[src/rtl/speaker_scheduler_pkg.sv]
// Shared types and helpers for the speaker scheduler: FSM state encoding,
// default field widths and the fixed-priority request selector.
package speaker_pkg;

    localparam int N_REQ_DEF = 4;
    localparam int HP_W_DEF  = 18;
    localparam int DUR_W_DEF = 12;
    localparam int REQ_MAX   = 32;

    typedef enum logic [1:0] {
        IDLE = 2'd0,
        PLAY = 2'd1,
        GAP  = 2'd2
    } state_t;

    // Isolates the lowest set bit, so index 0 always wins.
    function automatic logic [REQ_MAX-1:0] pri_onehot(input logic [REQ_MAX-1:0] r);
        return r & (~r + REQ_MAX'(1));
    endfunction

endpackage

[src/rtl/speaker_scheduler_if.sv]
// Requester-side bus of the speaker scheduler: packed requests, handshake
// pulses and the speaker drive.
interface speaker_scheduler_if
    import speaker_pkg::*;
#(
    parameter int N_REQ = N_REQ_DEF,
    parameter int HP_W  = HP_W_DEF,
    parameter int DUR_W = DUR_W_DEF
);
    logic [N_REQ-1:0]       req;
    logic [N_REQ*HP_W-1:0]  req_hp;
    logic [N_REQ*DUR_W-1:0] req_dur;
    logic                   abort;
    logic [N_REQ-1:0]       grant;
    logic                   busy;
    logic                   done;
    logic                   speaker;

    modport master (
        output req, req_hp, req_dur, abort,
        input  grant, busy, done, speaker
    );

    modport slave (
        input  req, req_hp, req_dur, abort,
        output grant, busy, done, speaker
    );
endinterface

[src/rtl/speaker_scheduler_tone_divider.sv]
// Square-wave generator: toggles out every half_period cycles while en is high,
// returns to a cleared, silent state whenever en drops. half_period==0 is a rest.
module tone_divider #(
    parameter int HP_W = 18
) (
    input  logic            clk,
    input  logic            rst_n,
    input  logic            en,
    input  logic [HP_W-1:0] half_period,
    output logic            out
);

    logic [HP_W-1:0] cnt;

    always_ff @(posedge clk) begin
        if (!rst_n || !en || half_period == '0) begin
            cnt <= '0;
            out <= 1'b0;
        end else if (cnt == half_period - HP_W'(1)) begin
            cnt <= '0;
            out <= ~out;
        end else begin
            cnt <= cnt + HP_W'(1);
        end
    end

endmodule

[src/rtl/speaker_scheduler.sv]
// Shares one speaker between prioritised requesters: grants one note, plays it
// for a number of ms ticks, then holds a silent gap before the next grant.
//
//   state | meaning
//   IDLE  | waiting for any request; lowest index wins
//   PLAY  | tone running, duration ticks counting down
//   GAP   | speaker silent, gap ticks counting down
module speaker_scheduler
    import speaker_pkg::*;
#(
    parameter int N_REQ       = N_REQ_DEF,
    parameter int HP_W        = HP_W_DEF,
    parameter int DUR_W       = DUR_W_DEF,
    parameter int TICK_CYCLES = 100000,
    parameter int GAP_TICKS   = 10
) (
    input logic                 clk,
    input logic                 rst_n,
    speaker_scheduler_if.slave  bus
);

    localparam int TICK_W = (TICK_CYCLES > 1) ? $clog2(TICK_CYCLES) : 1;
    localparam int GAP_W  = (GAP_TICKS > 0) ? $clog2(GAP_TICKS + 1) : 1;
    localparam logic [TICK_W-1:0] TICK_RELOAD = TICK_W'(TICK_CYCLES - 1);

    state_t             state_q, state_d;
    logic [TICK_W-1:0]  tick_q;
    logic [DUR_W-1:0]   rem_q;
    logic [GAP_W-1:0]   gap_q;
    logic [HP_W-1:0]    hp_q;
    logic [N_REQ-1:0]   grant_q;
    logic               done_q;

    logic [REQ_MAX-1:0] sel_full;
    logic [N_REQ-1:0]   sel;
    logic               req_any;
    logic [HP_W-1:0]    hp_sel;
    logic [DUR_W-1:0]   dur_sel;
    logic               start, to_gap;
    logic               tick_tc, play_end, gap_end;
    logic               tone_out;

    assign sel_full = pri_onehot(REQ_MAX'(bus.req));
    assign sel      = sel_full[N_REQ-1:0];
    assign req_any  = |sel_full;

    always_comb begin
        hp_sel  = '0;
        dur_sel = '0;
        for (int i = 0; i < N_REQ; i++) begin
            if (sel[i]) begin
                hp_sel  = bus.req_hp[i*HP_W +: HP_W];
                dur_sel = bus.req_dur[i*DUR_W +: DUR_W];
            end
        end
    end

    // A zero count means the phase is already on its last cycle.
    assign tick_tc  = (tick_q == '0);
    assign play_end = (rem_q == '0) || (rem_q == DUR_W'(1) && tick_tc);
    assign gap_end  = (gap_q == '0) || (gap_q == GAP_W'(1) && tick_tc);

    always_comb begin
        state_d = state_q;
        start   = 1'b0;
        to_gap  = 1'b0;
        case (state_q)
            IDLE: if (req_any) begin
                state_d = PLAY;
                start   = 1'b1;
            end
            PLAY: if (bus.abort || play_end) begin
                state_d = GAP;
                to_gap  = 1'b1;
            end
            GAP:  if (gap_end) state_d = IDLE;
            default: state_d = IDLE;
        endcase
    end

    always_ff @(posedge clk) begin
        if (!rst_n) begin
            state_q <= IDLE;
            tick_q  <= '0;
            rem_q   <= '0;
            gap_q   <= '0;
            hp_q    <= '0;
            grant_q <= '0;
            done_q  <= 1'b0;
        end else begin
            state_q <= state_d;
            grant_q <= start ? sel : '0;
            done_q  <= to_gap;

            if (start || to_gap || (state_q != IDLE && tick_tc))
                tick_q <= TICK_RELOAD;
            else if (state_q != IDLE)
                tick_q <= tick_q - TICK_W'(1);

            if (start) begin
                rem_q <= dur_sel;
                hp_q  <= hp_sel;
            end else if (state_q == PLAY && tick_tc && rem_q != '0) begin
                rem_q <= rem_q - DUR_W'(1);
            end

            if (to_gap)
                gap_q <= GAP_W'(GAP_TICKS);
            else if (state_q == GAP && tick_tc && gap_q != '0)
                gap_q <= gap_q - GAP_W'(1);
        end
    end

    tone_divider #(.HP_W(HP_W)) u_tone (
        .clk         (clk),
        .rst_n       (rst_n),
        .en          (state_q == PLAY),
        .half_period (hp_q),
        .out         (tone_out)
    );

    // Gate with state so the first GAP cycle is silent before the divider clears.
    assign bus.speaker = tone_out & (state_q == PLAY);
    assign bus.grant   = grant_q;
    assign bus.busy    = (state_q != IDLE);
    assign bus.done    = done_q;

endmodule

[src/flat_wrapper.sv]
// flat-port wrapper written by rule: the top's interface ports become plain ports
module speaker_scheduler_flat import speaker_pkg::*;
#(
    parameter int N_REQ       = N_REQ_DEF,
    parameter int HP_W        = HP_W_DEF,
    parameter int DUR_W       = DUR_W_DEF,
    parameter int TICK_CYCLES = 100000,
    parameter int GAP_TICKS   = 10
)
  (clk, rst_n, bus_req, bus_req_hp, bus_req_dur, bus_abort, bus_grant, bus_busy, bus_done, bus_speaker);
  speaker_scheduler_if #(.N_REQ(N_REQ), .HP_W(HP_W), .DUR_W(DUR_W)) bus_i ();
  input logic clk;
  input logic rst_n;
  input wire logic [$bits(bus_i.req)-1:0] bus_req;
  input wire logic [$bits(bus_i.req_hp)-1:0] bus_req_hp;
  input wire logic [$bits(bus_i.req_dur)-1:0] bus_req_dur;
  input wire logic [$bits(bus_i.abort)-1:0] bus_abort;
  output wire logic [$bits(bus_i.grant)-1:0] bus_grant;
  output wire logic [$bits(bus_i.busy)-1:0] bus_busy;
  output wire logic [$bits(bus_i.done)-1:0] bus_done;
  output wire logic [$bits(bus_i.speaker)-1:0] bus_speaker;
  assign bus_i.req = bus_req;
  assign bus_i.req_hp = bus_req_hp;
  assign bus_i.req_dur = bus_req_dur;
  assign bus_i.abort = bus_abort;
  assign bus_grant = bus_i.grant;
  assign bus_busy = bus_i.busy;
  assign bus_done = bus_i.done;
  assign bus_speaker = bus_i.speaker;
  speaker_scheduler #(.N_REQ(N_REQ), .HP_W(HP_W), .DUR_W(DUR_W), .TICK_CYCLES(TICK_CYCLES), .GAP_TICKS(GAP_TICKS)) u_core (.clk(clk), .rst_n(rst_n), .bus(bus_i));
endmodule
[config.mk]
export PLATFORM = sky130hd
export DESIGN_NAME = speaker_scheduler_flat
export DESIGN_NICKNAME = d
export VERILOG_FILES = /design/src/rtl/speaker_scheduler_pkg.sv /design/src/rtl/speaker_scheduler_if.sv /design/src/rtl/speaker_scheduler_tone_divider.sv /design/src/rtl/speaker_scheduler.sv /design/src/flat_wrapper.sv
export SDC_FILE = /design/constraint.sdc
export NUM_CORES = 1
export LEC_CHECK = 0
export ABC_AREA = 1
export BUFFER_PORTS_ARGS = -buffer_cell sky130_fd_sc_hd__buf_2
export CORE_ASPECT_RATIO = 0.9
export CORE_MARGIN = 2
export CORE_UTILIZATION = 53
export DETAILED_ROUTE_END_ITERATION = 7
export PLACE_DENSITY = 0.83
export SYNTH_ARGS = -nofsm -noshare
export SYNTH_HDL_FRONTEND = slang
export SYNTH_SLANG_ARGS = --single-unit
[constraint.sdc]
create_clock -name clk -period 2.35 [get_ports clk]
set_clock_uncertainty 0.15 [all_clocks]
set_input_delay 0.1175 -clock clk [delete_from_list [all_inputs] [get_ports clk]]
set_output_delay 0.1175 -clock clk [all_outputs]
set_load 0.02 [all_outputs]
Word level (Yosys, flattened, before mapping)
Cells that the tools add are included.

storage, ports and cells
  register bits after elaboration = 77
  input port bits = 127
  output and inout port bits = 7
  word-level logic and storage cells = 85

operators by class
  add/sub/neg operators = 6
  eq/ne operators = 8
  muxes and demuxes = 22
  bitwise operators = 5
  reductions and logical operators = 33

operators by type and width
  kind                   count
  $mux 12                6
  $mux 18                4
  $mux 17                2
  $add 32x1->32 const B  1
  $and 4x32->32          1
  $not 4->32             1
  $reduce_or 32->1       1
  $add 18x1->18 const B  1
  $eq 18x18->1           1
  $logic_not 18->1       1
  $sub 18x1->18 const B  1
  $logic_not 17->1       1
  $sub 17x1->17 const B  1
  $eq 12x1->1 const B    1
  $logic_not 12->1       1
  $reduce_bool 12->1     1
  $sub 12x1->12 const B  1
  $mux 4                 2
  $reduce_bool 2->1      4
  $logic_and 1x1->1      7
  $logic_or 1x1->1       7
  $mux 2                 3
  $ne 2x1->1 const B     3
  $pmux 2 s3             1
  other kinds (14)       21

Logic depth before layout (Yosys ltp)
  depth in word-level cells = 9
  mapped depth = 16
  gate-level depth less buffers = 16

Cells and area by module
From an unflattened synthesis, not the netlist that was laid out.

unflattened totals
  cell total of the unflattened synthesis = 833
  area, all modules = 5275.1 um2

modules (own cells, without submodules)
  module             times used  cells an instance  area each (um2)  sequential area each (um2)
  speaker_scheduler  1           550                3634.7           1161.1
  tone_divider       1           283                1640.3           380.4

Worst setup path before layout
Ideal clock, no wire load.

  kind = flip-flop to flip-flop
  from = register u_core.hp_q[0]
  to = register u_core.u_tone.cnt[6]
  library setup time = 0.117 ns
  arrival = 1.711 ns
  required time = 2.083 ns
  path slack = 0.372 ns
  cell stages (with the launch flop) = 13
  path buffers = 1
  clock period less this slack = 1.978 ns
  cells stage by stage = dfxtp_1 -> inv_1 -> ha_1 -> nand2_2 -> nor2_4 -> nand3_2 -> inv_1 -> nand2_1 -> xnor3_1 -> nand3_2 -> nand2_4 -> buf_12 -> nor2_2

on the way
  word-level cells in the longest chain between the ends = 3
  elaborated cells on any way between the ends = 5
  those cells by class = add/sub (1); eq/ne (1); reduce/logical (3)

RTL lines
  element                                            RTL line                                                                    text
  from (decl)                                        speaker_scheduler.sv:30                                                     logic [HP_W-1:0] hp_q;
  from (signal assigned)                             speaker_scheduler.sv:102                                                    hp_q <= hp_sel;
  $sub 18x1->18 or $logic_not 18->1 (tied branches)  speaker_scheduler_tone_divider.sv:19, speaker_scheduler_tone_divider.sv:16
  $eq 18x18->1 or $logic_or 1x1->1 (tied branches)   speaker_scheduler_tone_divider.sv:19, speaker_scheduler_tone_divider.sv:16
  $reduce_or 2->1 (no source line) *                 -
  to (signal assigned)                               speaker_scheduler_tone_divider.sv:23                                        cnt <= cnt + HP_W'(1);
  to (decl)                                          speaker_scheduler_tone_divider.sv:13                                        logic [HP_W-1:0] cnt;

Mark *: on every way between the ends. The rest lies on a longest branch, timed or not.
A chain may end at the register's enable or synchronous reset.

Worst setup path after layout
  from = input bus_req[0]
  to = register u_core.hp_q[8]

on the way
  word-level cells in the longest chain between the ends = 7
  elaborated cells on any way between the ends = 10
  those cells by class = add/sub (1); mux (6); bitwise (2); reduce/logical (1)

RTL lines
  element                                                   RTL line                     text
  from (decl)                                               flat_wrapper.sv:14           input wire logic [$bits(bus_i.req)-1:0] bus_req;
  $not 4->32                                                speaker_scheduler_pkg.sv:18  return r & (~r + REQ_MAX'(1));
  $add 32x1->32                                             speaker_scheduler_pkg.sv:18
  $and 4x32->32 *                                           speaker_scheduler_pkg.sv:18
  branches (longest 4 deep; another with $reduce_or 32->1)  -

Mark *: on every way between the ends.

==> flow_summary.toml <==
[outcome]
status = "finished clean"

[floorplan]
dieArea_um2 = 10070
rows = 33
dieWidth_um = 105.5
start_util = 0.5413
die_y_um = 95.38
io_pins = 134
core_area_um2 = 9084

[worst_setup_path]
r2r_cells = 11
cp.required_ns = 2.44
start_kind = "primary input"
cpMaxStageDelayCell = "dlygate4sd3_1"
path_max_fanout = 22
ff2ff_setup_slack_ns = 0.17
r2r-end = "u_core.u_tone.cnt[16]"
cp-end-kind = "flop"
r2r-start = "u_core.hp_q[0]"
crit_path_cell_trace = "clkbuf_4, inv_1, nand2_1, clkinvlp_4, buf_12, a22o_1, a21oi_1, dlygate4sd3_1, a21oi_1, dlygate4sd3_1"
slowest_delay_ns = 0.57
crit_arrival_ns = 2.32
path_class = "in2reg"

[timing]
finalCriticalPeriod_ns = 2.234
hold_viol = 0
fin_crit_sh = 0.9508
drv_slew = 0
finalSetupTns_ns = 0
fmax_mhz = 447.6
maxSlewHeadroom = 0.7284
setup_viol = 0
rsz0062_at_grt = "false"
tightest_slew_ns = 0.4070

[logic_synthesis]
synth_top_cell_by_area = "dfxtp_1"
ys_seq_elements = 77
synth_cell_type_count = 38
synth_top_area_share = 0.3135
syn-num-nets = 871
synthCells = 736
avgSynthCellArea_um2 = 6.681
seq_area_frac_synth = 0.3135
synth.area.top_cells = "dfxtp_1 (31%), nand2_1 (11%), a21oi_1 (7.4%)"
syn-cell-area_um2 = 4917
yosysWarnings = 0

[global_route]
grt_max_degree = 29
grt-ovfl-total = 0
antenna_found_initial = 0
grt_use_met3 = 0.05400
met2_usage = 0.5161
grt_pass1_vias = 5164
grt_use_met1 = 0.3329
groute.usage.overall = 0.2824
busiest_layer = "met2"
grt_pass1_wl_mm = 23.16

[clock_tree]
path_clk_slew_ns = 0.09
cts_max_level = 3
cts_tree = "done"
cts.path.max_buffers = 2
root_buffer = "clkbuf_8"
clock_latency_ns = 0.35
cts_sinks = 77
cts_buffers = 9

[routing]
routed_wl_mm = 14.26
drc = 0
wl_per_cell_um = 13.66
vias = 5531
drtPass1Iterations = 5
drtIter0Drc = 284
avgViaCountPerCell = 5.298
drtAntennaViolNets = 0

[finish]
instances_no_fill = 1044
final_layout_size_suffix_gt1_frac = 0.2267
diodes = 0
fin_nets = 1052
area_growth_pct = 31.88

[place]
numPortBuffers = 133
gp_congestion = 0.9536
post-dp-hpwl_mm = 10.24
place_inst = 980

[worst_hold_path]
min-delay-start = "bus_req_dur[34]"
hold_path_depth = 5
hold_end = "u_core.rem_q[10]"
min_path_type = "in2reg"

[power]
ir_drop_mv = 0.3614
power_density_nw_per_um2 = 661.5
p_leak_uw = 0.003058

[job]
drv_cap = 0
critical path: cells and delay by family:
kind / cells / cell delay [ns]
buffers and inverters: 6 / 1.72
AOI/OAI and AO/OA: 3 / 0.37
and+or+nand+nor: 1 / 0.11
per-stage QoR:
stage / power, uW / worst slack, ns / hold WS [ns] / utilization / cell area, um2
finish: 4290 / 0.1157 / 0.008117 / 0.7139 / 6485
global route: 4573 / 0.001367 / 0.03268 / 0.7139 / 6485
CTS: 4233 / 0.05379 / 0.002053 / 0.7052 / 6406
detailed placement: 3131 / 0.1086 / 0.2439 / 0.6346 / 5764
global placement: 3110 / 0.1916 / 0.2387 / 0.6346 / 5764
floorplan: 2717 / 0.3723 / 0.1010 / - / 4917
where the power goes:
group | switching (uW) | internal, uW
registers | 143 | 1460
clock network | 505 | 489
logic | 975 | 716
total | 1620 | 2670
area by class of cell:
cell class              count  area (um2)
flip-flops and latches     77        1541
inverters                  96       367.9
clock inverters             6       63.81
fillers                   752        2599
well taps                 122       152.6
clock buffers              10       127.6
multi-input cells         538        2960
repair buffers            195        1271
cells by family after synthesis:
logic type,Yosys count,synth area share
flip-flops,77,0.3135
AND/OR/NAND/NOR,330,0.2987
XOR/XNOR,42,0.07761
buffers and inverters,122,0.09746
adder cells (fa/ha/maj),8,0.02036
AO/OA/AOI/OAI,157,0.1924
how the worst max path moves through the flow:
stage / depth (start not counted) / to / start
detailed placement: 11 / u_core.u_tone.cnt[13] / u_core.hp_q[0]
global placement: 11 / u_core.u_tone.cnt[16] / u_core.hp_q[0]
global route: 14 / u_core.u_tone.cnt[1] / u_core.hp_q[0]
floorplan: 12 / u_core.u_tone.cnt[6] / u_core.hp_q[0]
finish: 10 / u_core.hp_q[8] / bus_req[0]
CTS: 8 / u_core.rem_q[7] / u_core.state_q[0]
metal layers:
metal,routed length (um),share of wire,up-vias
li1,-,-,2771
met1,6019,0.42,2532
met2,6939,0.49,194
met3,943,0.066,34
met4,360,0.025,0
met5,0,0,-
sequential cells by signal, summed over array words and instances (netlist names):
| name | cells |
|---|---|
| u_core.tick_q | 17 |
| u_core.bus.done | 1 |
| u_core.u_tone.out | 1 |
| u_core.hp_q | 18 |
| u_core.gap_q | 4 |
| u_core.bus.grant | 4 |
| u_core.state_q | 2 |
| u_core.rem_q | 12 |
| u_core.u_tone.cnt | 18 |
timing repair:
| action | CTS | global route |
|---|---|---|
| endpoints found under the setup margin | 0 | 40 |
| hold buffers | 45 | 0 |
| resized for setup | 0 | 12 |
| setup buffers | 0 | 2 |
| hold endpoints to repair | 23 | 0 |
synth_stat cells:
cell and instances:
nand3_2 3, ha_1 8, nand3b_1 3, clkbuf_1 19, buf_2 4, nand2_2 4, o21a_1 2, nor3_2 1
nor4_1 2, a31oi_1 2, o21bai_1 1, buf_1 2, nand2_1 149, or2_0 1, xor2_1 27, a21o_2 1
nor3_1 6, a41o_1 1, nor2_4 2, buf_12 1, a22o_1 21, xnor3_1 1, nand4_1 14, o31ai_1 3
a221oi_1 10, a211oi_1 4, nand3_1 43, xnor2_1 14, nand2_4 1, dfxtp_1 77, nor2_2 21, o21ai_0 37
and2_1 2, a22oi_1 1, a21oi_1 73, inv_1 96, a32o_1 1, nor2_1 78
cell usage in the layout (no fill, tap or decap), drive strengths merged:
cell / count
a211oi: 4
a21o: 1
a21oi: 73
a221oi: 10
a22o: 21
a22oi: 1
a31oi: 2
a32o: 1
a41o: 1
and2: 2
buf: 149
bufinv: 1
clkbuf: 11
clkinv: 3
clkinvlp: 4
dfxtp: 77
dlygate4sd3: 45
ha: 8
inv: 94
nand2: 155
nand3: 46
nand3b: 3
nand4: 14
nor2: 101
nor3: 7
nor4: 2
o21a: 2
o21ai: 37
o21bai: 1
o31ai: 3
or2: 1
xnor2: 14
xnor3: 1
xor2: 27
No activity file was read; power rests on OpenSTA's default activity.
